[config.mk]
export PLATFORM = sky130hd
export DESIGN_NAME = tail_light_ctrl
export DESIGN_NICKNAME = d
export VERILOG_FILES = /design/src/rtl/tail_light_pkg.sv /design/src/rtl/light_step_timer.sv /design/src/rtl/tail_light_ctrl.sv
export SDC_FILE = /design/constraint.sdc
export NUM_CORES = 1
export LEC_CHECK = 0
export CAP_MARGIN = 10
export CORE_AREA = 2 2 39 41
export CTS_CLUSTER_SIZE = 30
export DETAILED_ROUTE_END_ITERATION = 8
export DIE_AREA = 0 0 41 43
export HOLD_SLACK_MARGIN = 0.08
export PLACE_DENSITY = 0.73
export SLEW_MARGIN = 20
export SYNTH_ARGS = -nofsm -noshare
export SYNTH_HDL_FRONTEND = slang
export SYNTH_SLANG_ARGS = --single-unit
[constraint.sdc]
create_clock -name clk -period 2 [get_ports clk]
set_clock_uncertainty 0.05 [all_clocks]
set_input_delay 0.4 -clock clk [delete_from_list [all_inputs] [get_ports clk]]
set_output_delay 0.4 -clock clk [all_outputs]
set_load 0.005 [all_outputs]
[src/rtl/tail_light_pkg.sv]
`default_nettype none
// ============================================================================
//  Module      : tail_light_pkg
//  Description : Shared types, lamp constants and helpers for the tail-light
//                sequencing controller.
//  Revision    : 1.0 - initial release
// ============================================================================
package tail_light_pkg;

    typedef enum logic [1:0] {
        IDLE   = 2'd0,
        LEFT   = 2'd1,
        RIGHT  = 2'd2,
        HAZARD = 2'd3
    } tl_state_t;

    localparam logic [2:0] LAMP_OFF = 3'b000;
    localparam logic [2:0] LAMP_ALL = 3'b111;

    // Walking pattern, bit0 is the innermost lamp.
    function automatic logic [2:0] pat(input logic [1:0] phase);
        logic [2:0] lamps;
        case (phase)
            2'd0:    lamps = 3'b001;
            2'd1:    lamps = 3'b011;
            2'd2:    lamps = 3'b111;
            default: lamps = 3'b000;
        endcase
        return lamps;
    endfunction

    // Request arbitration applied at every decision point.
    function automatic tl_state_t decide(input logic left, input logic right,
                                         input logic hazard);
        tl_state_t nxt;
        if (hazard || (left && right)) nxt = HAZARD;
        else if (left)                 nxt = LEFT;
        else if (right)                nxt = RIGHT;
        else                           nxt = IDLE;
        return nxt;
    endfunction

endpackage : tail_light_pkg
`default_nettype wire

[src/rtl/light_step_timer.sv]
`default_nettype none
// ============================================================================
//  Module      : light_step_timer
//  Description : Step prescaler and 2-bit pattern phase counter; flags the
//                tick that ends phase 3.
//  Revision    : 1.0 - initial release
// ============================================================================
module light_step_timer #(
    parameter int TICK_DIV = 4
) (
    input  logic       clk,
    input  logic       reset,
    input  logic       run,
    input  logic       clr,
    output logic [1:0] phase,
    output logic       wrap
);

    localparam int             PW   = (TICK_DIV > 1) ? $clog2(TICK_DIV) : 1;
    localparam logic [PW-1:0]  LAST = PW'(TICK_DIV - 1);

    logic [PW-1:0] pcnt_q, pcnt_d;
    logic [1:0]    phase_q, phase_d;
    logic          tick;

    always_comb begin
        tick    = (pcnt_q == LAST);
        wrap    = run && tick && (phase_q == 2'd3);
        pcnt_d  = pcnt_q;
        phase_d = phase_q;
        if (clr) begin
            pcnt_d  = '0;
            phase_d = 2'd0;
        end else if (run) begin
            if (tick) begin
                pcnt_d  = '0;
                phase_d = phase_q + 2'd1;
            end else begin
                pcnt_d  = pcnt_q + PW'(1);
            end
        end
    end

    always_ff @(posedge clk) begin
        if (!reset) begin
            pcnt_q  <= '0;
            phase_q <= 2'd0;
        end else begin
            pcnt_q  <= pcnt_d;
            phase_q <= phase_d;
        end
    end

    assign phase = phase_q;

endmodule : light_step_timer
`default_nettype wire

[src/rtl/tail_light_ctrl.sv]
`default_nettype none
// ============================================================================
//  Module      : tail_light_ctrl
//  Description : Tail-light sequencer: arbitrates turn/hazard/brake requests
//                and drives both 3-lamp banks from a single-clock FSM.
//  Revision    : 1.0 - initial release
// ============================================================================
module tail_light_ctrl
    import tail_light_pkg::*;
#(
    parameter int TICK_DIV = 4
) (
    input  logic       clk,
    input  logic       reset,
    input  logic       left,
    input  logic       right,
    input  logic       hazard,
    input  logic       brake,
    output logic [2:0] light_left,
    output logic [2:0] light_right,
    output logic       busy
);

    tl_state_t  state_q, state_d;
    logic       brake_q, brake_d;
    logic       run, clr, wrap;
    logic [1:0] phase;
    logic [2:0] brake_lamps;

    light_step_timer #(
        .TICK_DIV (TICK_DIV)
    ) u_timer (
        .clk   (clk),
        .reset (reset),
        .run   (run),
        .clr   (clr),
        .phase (phase),
        .wrap  (wrap)
    );

    // Timer is cleared on every (re)entry so each sequence starts at phase 0.
    always_comb begin
        state_d = state_q;
        brake_d = brake;
        run     = 1'b0;
        clr     = 1'b0;
        case (state_q)
            IDLE: begin
                clr     = 1'b1;
                state_d = decide(left, right, hazard);
            end
            LEFT, RIGHT: begin
                run = 1'b1;
                if (hazard) begin
                    state_d = HAZARD;
                    clr     = 1'b1;
                end else if (wrap) begin
                    state_d = decide(left, right, hazard);
                    clr     = 1'b1;
                end
            end
            HAZARD: begin
                run = 1'b1;
                if (wrap) begin
                    state_d = decide(left, right, hazard);
                    clr     = 1'b1;
                end
            end
            default: begin
                state_d = IDLE;
                clr     = 1'b1;
            end
        endcase
    end

    always_ff @(posedge clk) begin
        if (!reset) begin
            state_q <= IDLE;
            brake_q <= 1'b0;
        end else begin
            state_q <= state_d;
            brake_q <= brake_d;
        end
    end

    always_comb begin
        brake_lamps = brake_q ? LAMP_ALL : LAMP_OFF;
        light_left  = brake_lamps;
        light_right = brake_lamps;
        case (state_q)
            LEFT:    light_left  = pat(phase);
            RIGHT:   light_right = pat(phase);
            HAZARD: begin
                light_left  = pat(phase);
                light_right = pat(phase);
            end
            default: ;
        endcase
    end

    assign busy = (state_q != IDLE);

endmodule : tail_light_ctrl
`default_nettype wire
# Word level (Yosys, flattened, before mapping)

Cells that the tools add are included.
Widths: inputs -> output; s select.

Register bits: 7
Input port bits: 6
Output and inout port bits: 7
Logic and storage cells: 42

Add/subtract/negate cells: 2
Equal/unequal tests: 7
Mux-type cells: 15
Bitwise operators: 1
Reductions and logical operators: 13

Operators by type and width:

| operator            | count |
|---|---|
| $mux 2              | 6 |
| $eq 2x2->1 const B  | 5 |
| $mux 3              | 3 |
| $pmux 3 s3          | 1 |
| $reduce_or 2->1     | 4 |
| $pmux 2 s3          | 1 |
| $add 2x1->2 const B | 2 |
| $eq 2x1->1 const B  | 2 |
| $logic_not 2->1     | 2 |
| $logic_and 1x1->1   | 3 |
| $mux 1              | 3 |
| $pmux 1 s3          | 1 |
| $reduce_or 3->1     | 1 |
| $reduce_and 2->1    | 1 |
| $reduce_bool 2->1   | 1 |
| $logic_or 1x1->1    | 1 |
| $not 1->1           | 1 |

# Logic depth before layout (Yosys ltp)

Word-level depth: 9
Mapped depth: 5
Depth with buffers taken out: 5

# By module

From an unflattened synthesis, not the netlist that was laid out.

Cells, all modules: 62
Area, all modules: 525.5 sq um

By module, submodules not included:

| module           | instances | cells an instance | area an instance (sq um) | sequential area each (sq um) |
|---|---|---|---|---|
| tail_light_ctrl  | 1         | 42                | 320.3                    | 60.1 |
| light_step_timer | 1         | 20                | 205.2                    | 80.1 |

# Least setup slack after synthesis

Ideal clock, no wire load.

Kind: register to output
Start: register state_q[0]
End: output port light_right[0]
Arrival: 1.020 ns
Data required time: 1.550 ns
Path slack: 0.530 ns
Cell stages (with the launch flop): 5
Path buffers: 0
Cell sequence: dfxtp_1 > inv_1 > ha_1 > nor2_1 > mux2i_1

Cells in the longest elaborated chain, start to end: 3
Elaborated cells between the ends (all ways): 4
Classes of those cells: eq/ne: 2; mux: 1; reduce/logical: 1

RTL lines:

| item                               | RTL line              | text |
|---|---|---|
| start, declared                    | tail_light_ctrl.sv:24 | `tl_state_t state_q, state_d;` |
| start signal, assigned             | tail_light_ctrl.sv:81 | `state_q <= state_d;` |
| $eq 2x2->1                         | tail_light_ctrl.sv:90 | `case (state_q)` |
| $reduce_or 2->1 (no source line) * | n/a                   |  |
| $mux 3 *                           | n/a                   |  |
| end, declared                      | tail_light_ctrl.sv:20 | `output logic [2:0] light_right,` |

Mark *: on every way between the ends. The rest lies on a longest branch, timed or not.

# Final worst setup path

Start: register state_q[0]
End: output port light_left[0]

Cells in the longest elaborated chain, start to end: 3
Elaborated cells between the ends (all ways): 4
Classes of those cells: eq/ne: 2; mux: 1; reduce/logical: 1

RTL lines:

| item                                            | RTL line              | text |
|---|---|---|
| $eq 2x2->1 / $eq 2x1->1 (equally long branches) | tail_light_ctrl.sv:90 |  |
| $reduce_or 2->1 (no source line) *              | n/a                   |  |
| $mux 3 *                                        | n/a                   |  |
| end, declared                                   | tail_light_ctrl.sv:19 | `output logic [2:0] light_left,` |

Marked as above.

==> flow_metrics.py <==
metrics = {
    "cts": {
        "clock-sinks": 7,
        "root_buffer": "clkbuf_4",
        "cts_buffers": 3,
        "clk_path_buf_depth": 2,
        "h-tree-depth": 1,
        "tritoncts": "done",
        "clk_pin_slew_ns": 0.05,
        "cts_hold_repair.buffers": 0,
        "clk_latency_ns": 0.26,
    },
    "critical_path": {
        "worst_ep_arrival_time_ns": 1.44,
        "crit_slowest_cell": "dfxtp_2",
        "cp_max_fo": 3,
        "reg2reg_from": "state_q[0]",
        "crit_start": "state_q[0]",
        "end_kind": "output pin",
        "r2r_slack_ns": 0.31,
        "max_stage_delay_ns": 0.33,
        "ff2ff_path_depth": 7,
        "crit_chain": "buf_4 -> ha_2 -> nor2_2 -> buf_4 -> mux2i_1 -> buf_2",
        "cp-endpoint": "light_left[0]",
        "start_kind": "register",
        "critPathKind": "reg2out",
        "r2r_end": "state_q[0]",
        "crit_path_frequent_cell": "buf_4",
        "cp.required_ns": 1.55,
    },
    "placement": {
        "place_area_sq_um": 676,
        "port_buffers": 12,
        "dp_slack_ns": -0.0393,
        "hpwl_microns": 816,
        "gp_congestion": 0.742,
    },
    "grt": {
        "overflow": 0,
        "grt_pass1_vias": 488,
        "grtUsageTotal_pct": 16.4,
        "grt_pass1_wl_microns": 1900,
        "antenna_found_initial": 0,
        "grt_max_degree": 6,
    },
    "synth": {
        "ys_seq_area_share_pct": 27.7,
        "synth_area_sq_um": 505,
        "netlist_instances": 58,
        "synth_fp_nets": 72,
        "ys.flop_type": "dfxtp_1",
        "synth.distinct_cells": 20,
        "ys_async_sr_fraction_pct": 0,
        "ys_ff_latch": 7,
        "synth-edff-count": 0,
        "avgSynthCellArea_sq_um": 8.72,
        "yosys_warnings": 0,
    },
    "route": {
        "final_antenna_net_count": 0,
        "dr.pass1.iters": 2,
        "wl_microns": 1060,
        "wl_per_cell_microns": 11.0,
        "drtIter0Drc": 4,
        "drc_errors": 0,
        "vias_per_cell": 5.04,
        "num_vias": 484,
    },
    "timing": {
        "slew_headroom_pct": 81.4,
        "rsz0062_at_grt": "false",
        "min_period_ns": 1.89,
        "maxSlewViolCount": 0,
        "hold_viol": 0,
        "setup_slack_ns": 0.112,
        "worstMarginPinSlew_ns": 0.275,
        "clock.fmax_ghz": 0.530,
        "tns_ns": 0,
        "fin_crit_sh_pct": 94.4,
        "setup-violations-final": 0,
    },
    "die": {
        "row_count": 14,
        "dieArea_sq_um": 1760,
        "initial_core_util_pct": 36.5,
        "io_pins": 13,
        "fp.dieH_microns": 43,
        "fp.dieW_microns": 41,
        "coreArea_sq_um": 1380,
    },
    "power_and_ir_drop": {
        "ir_drop_uv": 396,
        "p_per_area_nw_per_um2": 1000,
        "p_leak_nw": 0.382,
        "power_mw": 0.732,
    },
    "final_layout": {
        "post-route-cell-area_sq_um": 729,
        "num-nets-final": 95,
        "area_growth_pct": 44.3,
        "n_antenna_cell": 0,
        "fillCellCount": 144,
        "drive_gt1_share_pct": 27.5,
    },
    "run_status": {
        "run_status": "completed",
    },
    "flow_run": {
        "drv_cap": 0,
    },
    "min_path": {
        "hp-class": "reg2reg",
    },
}
## synth_stat cells (all sizes together), types with 2 or more instances
cell,instances,area share [%]
mux2i,3,5.9
o21ai,5,4.9
nand2,5,3.7
dfxtp,7,28
o2111ai,2,4.7
inv,6,4.5
a21oi,3,3.0
ha,8,20
nor2,8,5.9
o22ai,2,2.5
## power by group
part	leakage, nW	total, mW	internal [mW]	switching, mW
registers	0.0584	0.182	0.164	0.0181
logic	0.308	0.414	0.214	0.200
clock network	0.0150	0.136	0.0766	0.0590
## flip-flops by register name, summed over array words and instances (netlist names)
signal,count
state_q,2
u_timer.pcnt_q,2
u_timer.phase,2
brake_q,1
## repair_timing
item	4_1_cts	5_1_grt
gates resized for setup	18	2
pin swaps	2	1
endpoints found under the setup margin	7	3
buffers inserted	2	0
## cell usage in the layout, fill, tap and decap left out, drive strengths merged
cell type,synthesis,layout
o2111ai,2,2
o21ai,5,5
o21a,1,1
clkdlybuf4s50,0,5
buf,0,7
mux2i,3,3
and2b,1,1
clkbuf,0,4
xnor2,1,1
nand3b,1,1
dlygate4sd2,0,5
inv,6,6
a211oi,1,1
dlymetal6s2s,0,1
a21oi,3,3
nor4b,1,1
nor2,8,8
ha,8,8
nand2,5,5
o311a,1,1
nor3,1,1
o22ai,2,2
dfxtp,7,7
and2,1,1
## worst min path at each step
stage | startpoint | endpoint | slack, ns | cells after the start
detailed placement | u_timer.pcnt_q[1] | u_timer.pcnt_q[1] | 0.45 | 2
floorplan | u_timer.pcnt_q[1] | u_timer.pcnt_q[1] | 0.42 | 2
global route | u_timer.pcnt_q[1] | u_timer.pcnt_q[1] | 0.51 | 2
global placement | u_timer.pcnt_q[1] | u_timer.pcnt_q[1] | 0.43 | 2
CTS | u_timer.pcnt_q[1] | u_timer.pcnt_q[1] | 0.46 | 2
finish | u_timer.pcnt_q[1] | u_timer.pcnt_q[1] | 0.46 | 2
## metrics by stage
step | utilization [%] | hold WS (ns) | cells
after floorplan | - | 0.418 | 58
after global placement | 48.8 | 0.431 | 90
after detailed placement | 48.8 | 0.450 | 90
after CTS | 52.4 | 0.462 | 96
after global routing | 52.7 | 0.510 | 96
final | 52.7 | 0.455 | 96
## critical path: cells and delay by family, from the launching register on
family,cells,cell delay [ns]
adder cells (fa/ha/maj),1,0.18
buffers and inverters,3,0.39
flip-flops,1,0.33
multiplexers,1,0.17
AND/OR/NAND/NOR,1,0.11
## layer usage
metal / up-vias / share of wire [%] / global-route usage [%] / wire length [microns]
li1: 251 / - / - / -
met1: 214 / 43 / 17.2 / 453
met2: 14 / 49 / 26.9 / 521
met3: 5 / 4.3 / 3.14 / 45
met4: 0 / 3.5 / 12.0 / 37
met5: - / 0 / 0 / 0
## kinds of logic (layout without fill, tap and decap cells)
kind of cell | count (synthesis) | after routing | synth area share, %
DFF | 7 | 7 | 27.7
buffers and inverters | 6 | 28 | 4.46
xor gates and xnor gates | 1 | 1 | 1.73
AOI/OAI and AO/OA | 15 | 15 | 21.0
muxes | 3 | 3 | 5.94
and+or+nand+nor | 18 | 18 | 19.3
adders and majority gates | 8 | 8 | 19.8
## final cells by class
type / count / area, sq um / share of cell area, %
tap: 16 / 20.0 / 2.74
clock buffer: 4 / 26.3 / 3.60
timing repair buffer: 18 / 156 / 21.4
inverter: 6 / 22.5 / 3.09
multi-input combinational: 45 / 360 / 49.4
sequential: 7 / 144 / 19.7
Note: power is estimated with default switching activity, not from simulation.
==> edit 1: new RTL, same flow settings <==
The 4 states of `tl_state_t` get a one-hot encoding in 4 bits.
--- a/src/rtl/tail_light_pkg.sv
+++ b/src/rtl/tail_light_pkg.sv
@@ -7,11 +7,11 @@
 // ============================================================================
 package tail_light_pkg;
 
-    typedef enum logic [1:0] {
-        IDLE   = 2'd0,
-        LEFT   = 2'd1,
-        RIGHT  = 2'd2,
-        HAZARD = 2'd3
+    typedef enum logic [3:0] {
+        IDLE   = 4'b0001,
+        LEFT   = 4'b0010,
+        RIGHT  = 4'b0100,
+        HAZARD = 4'b1000
     } tl_state_t;
 
     localparam logic [2:0] LAMP_OFF = 3'b000;
Check against the original RTL: same outputs for any inputs over 10 cycles, from zero or initial values and one cycle with reset low; not proved beyond that.
==> edit 1 against the original RTL <==
Worst setup slack got worse by 0.041 ns. Sequential cell count increased by 2. Final area is 44% higher. Total power shrank 0.54%. Synthesized area rose by 33%. Routed wire length up 99%. Via count increased by 57%.
==> edit 1: results (changes against the original RTL) <==
Status
  • Status: complete, no violations

Setup path
  • CP Launch Point: state_q[3]$_SDFF_PN0_
  • Worst reg-to-reg path cell count: 6 (-1)
  • R2R Path End: state_q[2]$_SDFF_PN0_
  • Reg2Reg Setup Slack: 0.28 ns (-0.03 ns)
  • Worst reg2reg startpoint: state_q[2]$_SDFF_PN0_
  • CP Capture Point: light_right[0]
  • Worst path max stage delay: 0.38 ns (+0.05 ns)

Synth
  • Netlist cell types: 41 (+110%)
  • Commonest cells in the netlist: dfxtp_1 (9), inv_1 (6), nand2_1 (6)
  • Largest cells by area after synthesis: dfxtp_1 (27%), ha_1 (5.6%), o41ai_1 (5.2%), xnor2_1 (5.2%), inv_1 (3.3%)

Cells and area
  • Layout Cells excl Fill: 124 (+29%)
  • Layout cells sized above 1: 0.398 (+0.123)

Power and ir drop
  • Pleak: 0.000409 uW (+7.1%)
  • Worst VDD drop: 0.420 mV (+6.2%)

Drt
  • Vias per cell: 6.13 (+22%)
  • DR iter-0 viols: 19 (+15)

Min path
  • Worst Hold Path EP: u_timer.pcnt_q[0]$_SDFFE_PP0P_

Global routing
  • First-pass GRT wire length: 3.11 mm (+64%)
  • GRT Overall Usage: 0.261 (+0.0971)
  • Largest net degree at the start of global routing: 13 (+7)

Place
  • Dpl hpwl: 1.25 mm (+53%)
  • Placed Cells: 112 (+24%)
  • Pre-CTS setup slack: -0.0271 ns (+0.0122 ns)

Timing
  • Final Cycle Share: 0.964 (+0.0205)
  • Worst Max-Slew Pin Slew: 0.459 ns (+0.184 ns)
edit 1: what timing repair did:
action	in CTS	in global routing
pin swaps	3	2
resized for setup	28	6
setup buffers	5	3
setup endpoints to repair	7	4
hold buffers	0	0
hold endpoints to repair	0	0
edit 1: critical path: cells and delay by family (launching register included):
kind | cells | cell delay [ns]
xor gates and xnor gates | 1 | 0.19
DFF | 1 | 0.38
AOI/OAI and AO/OA | 2 | 0.36
buffers and inverters | 1 | 0.27
edit 1: through the flow:
stage | hold slack [ns] | area, sq um | power, uW
5_1_grt | 0.408 | 1050 | 769
3_3_place_gp | 0.377 | 858 | 484
3_5_place_dp | 0.383 | 858 | 489
4_1_cts | 0.392 | 1010 | 681
6_report | 0.386 | 1050 | 728
2_1_floorplan | 0.367 | 674 | 369
edit 1: routing by layer:
layer / part of all wire / global-route usage / vias up
met4: 0.063 / 0.227 / 0
met3: 0.028 / 0.0314 / 15
met2: 0.47 / 0.372 / 20
li1: - / - / 354
met5: 0 / 0 / -
met1: 0.44 / 0.326 / 371
edit 1: power by group:
part | internal (uW) | total [uW] | switching, uW | leakage [uW]
logic | 183 | 357 | 174 | 0.000319
registers | 199 | 231 | 31.4 | 0.0000752
clock network | 76.9 | 141 | 63.7 | 0.0000150
edit 1: logic make-up (layout without fill, tap and decap cells):
family,count (synthesis),count (layout),share of synthesized area
AO/OA/AOI/OAI,26,26,0.314
AND/OR/NAND/NOR,26,26,0.230
buffers and inverters,10,39,0.0686
flip-flops,9,9,0.267
XOR/XNOR,5,5,0.0649
adder cells (fa/ha/maj),3,3,0.0557
edit 1: area by class of cell:
class / count / area, sq um
clock buffers: 4 / 26.3
fillers: 104 / 333
inverters: 6 / 22.5
multi-input cells: 60 / 552
flip-flops and latches: 9 / 190
well taps: 16 / 20.0
repair buffers: 29 / 240
==> edit 2: new RTL, same flow settings <==
Made on the original files. `TICK_DIV` is set to 4 in 2 places; all go to 8.
--- a/src/rtl/light_step_timer.sv
+++ b/src/rtl/light_step_timer.sv
@@ -6,7 +6,7 @@
 //  Revision    : 1.0 - initial release
 // ============================================================================
 module light_step_timer #(
-    parameter int TICK_DIV = 4
+    parameter int TICK_DIV = 8
 ) (
     input  logic       clk,
     input  logic       reset,
--- a/src/rtl/tail_light_ctrl.sv
+++ b/src/rtl/tail_light_ctrl.sv
@@ -8,7 +8,7 @@
 module tail_light_ctrl
     import tail_light_pkg::*;
 #(
-    parameter int TICK_DIV = 4
+    parameter int TICK_DIV = 8
 ) (
     input  logic       clk,
     input  logic       reset,
Check against the original RTL: not equivalent (a bounded check fails within 10 cycles, from zero or initial values and one cycle with reset low).
==> edit 2 against the original RTL <==
The run now ends with setup timing left. Worst hold slack improved by 0.017 ns. Total power grew 9.7%. Synthesized area increased by 11%. Sequential cell count rose by 1. Worst setup slack worse by 0.12 ns. Via count increased by 2.9%. Largest cell class unchanged. Final area rose by 5.5%. Routed wire length grew 3.7%. Count of clock-buffer cells in the layout shrank 1.
==> edit 2: results (changes against the original RTL) <==
Cells and area
  • Top reg by flops: u_timer.pcnt_q
  • Max reg flops: 3
  • Filler instances: 134 (-6.9%)
  • Ant diodes: 0 (unchanged)
  • Layout cells sized above 1: 0.341 (+0.0665)
  • Final nets: 99 (+4.2%)

Setup path
  • Worst Path Max Fanout: 4 (+1)
  • Worst EP arrival: 1.56 ns (+0.12 ns)

Synth
  • Async SR Flop Fraction: 0 (unchanged)
  • Netlist cell types: 23 (+15%)
  • Yosys warns: 0 (unchanged)
  • Largest cells by area after synthesis: dfxtp_1 (29%), ha_1 (20%), nor2_1 (8.0%), a21oi_1 (6.3%), mux2_2 (4.0%)
  • Seq/Total Area, Yosys: 0.286 (+0.00849)
  • Syn_nets: 77 (+6.9%)
  • Commonest cells in the netlist: nor2_1 (12), ha_1 (9), dfxtp_1 (8)
  • Prevailing post-synth register cell: dfxtp_1

Place
  • I/O Buffers: 12 (unchanged)
  • GPL Wtd Cong: 0.791 (+6.6%)
  • Dpl hpwl: 874 um (+7.1%)

Power and ir drop
  • Worst VDD drop: 0.569 mV (+44%)
  • Pleak: 0.000338 uW (-12%)
  • Clock net power: 129 uW (-5%)
  • Power Internal: 491 uW (+7.8%)
  • Comb. pwr: 468 uW (+13%)

Global routing
  • GRT Overall Usage: 0.160 (-0.00418)
  • Remaining global-route overflow: 0 (unchanged)
  • Number of global-route vias before repair: 480 (-1.6%)
  • Largest net degree at the start of global routing: 8 (+2)
  • First-pass GRT wire length: 1.85 mm (-2.5%)
  • Initial antenna violation count: 0 (unchanged)

Timing
  • PnR worst setup slack: -0.00824 ns (-0.121 ns)
  • Final Setup Violations: 1 (+1)
  • Post-route setup TNS: -0.00824 ns (-0.00824 ns)
  • Max_slew headroom: 0.780 (-0.0343)

Clock network
  • Total CTS buffers: 3 (unchanged)
  • Worst skew pair latency: 0.26 ns (about the same)
  • Root Buffer: clkbuf_4
  • CTS H-tree depth: 1 (unchanged)
  • CTS max path bufs: 2 (unchanged)
  • Reg clk slew, reported paths: about 0.060 ns
  • CTS resizes: 18 (unchanged)
  • Setup Buffers After CTS: 1 (-1)

Drt
  • Drt first pass iters: 4 (+2)
  • DRT Wirelength: 1.10 mm (+3.7%)
  • Vias per cell: 5.08 (+0.79%)
  • DR iter-0 viols: 6 (+2)

Status
  • Failing checks: setup timing
  • Status: complete, but fails checks

Min path
  • Worst min path class: flop to flop
## edit 2: cell types whose count changed in the layout (fill, tap and decap cells not counted), moves of 3 or more
| cell | before | now |
|---|---|---|
| a21oi_1 | 3 | 7 |
| clkbuf_2 | 0 | 3 |
| nand2_1 | 5 | 1 |
| nor2_1 | 6 | 10 |
| o21ai_0 | 4 | 1 |
## edit 2: per-layer routing
layer | up-vias | part of all wire | global-route usage
met4 | 0 | 0.013 | 0.0600
li1 | 260 | - | -
met3 | 2 | 0.055 | 0.0628
met1 | 217 | 0.43 | 0.161
met5 | - | 0 | 0
met2 | 19 | 0.50 | 0.275
## edit 2: layout make-up
type | count | area (sq um) | share of cell area
well taps | 16 | 20.0 | 0.0260
clock buffers | 3 | 22.5 | 0.0293
inverters | 5 | 18.8 | 0.0244
flip-flops and latches | 8 | 163 | 0.211
multi-input cells | 48 | 400 | 0.520
repair buffers | 18 | 145 | 0.189
## edit 2: final timing paths
| kind | startpoint | to | slack, ns | cells after the start |
|---|---|---|---|---|
| worst max-delay path | state_q[1]$_SDFF_PN0_ | light_right[2] | -0.008 | 5 |
| worst min-delay path | u_timer.pcnt_q[1]$_SDFFE_PP0P_ | u_timer.pcnt_q[1]$_SDFFE_PP0P_ | 0.47 | 2 |
| worst max register to register | state_q[1]$_SDFF_PN0_ | u_timer.phase[1]$_SDFFE_PP0P_ | 0.24 | 6 |
| worst min register to register | u_timer.pcnt_q[1]$_SDFFE_PP0P_ | u_timer.pcnt_q[1]$_SDFFE_PP0P_ | 0.47 | 2 |
## edit 2: stage by stage
step | cell area [sq um] | total power [uW] | utilization | worst slack [ns] | std cells
floorplan | 561 | 482 | - | 0.368 | 62
global placement | 719 | 642 | 0.520 | -0.0604 | 93
detailed placement | 719 | 651 | 0.520 | -0.104 | 93
CTS | 752 | 783 | 0.543 | -0.0360 | 97
global route | 769 | 871 | 0.556 | -0.0613 | 98
finish | 769 | 803 | 0.556 | -0.00824 | 98
## edit 2: cell families (layout without fill, tap and decap cells)
| group | Yosys count | in the layout | share of synthesized area |
|---|---|---|---|
| flip-flops | 8 | 8 | 0.286 |
| XOR/XNOR | 1 | 1 | 0.0156 |
| AO/OA/AOI/OAI | 15 | 15 | 0.210 |
| buffers and inverters | 6 | 26 | 0.0536 |
| AND/OR/NAND/NOR | 20 | 20 | 0.176 |
| multiplexers | 3 | 3 | 0.0580 |
| adder cells (fa/ha/maj) | 9 | 9 | 0.201 |
## edit 2: worst max-delay path, cell delays in order (launching register included)
cell and delay (ns):
dfxtp_2 0.34, ha_2 0.19, or2_4 0.27, buf_6 0.12
mux2_2 0.25, buf_2 0.12
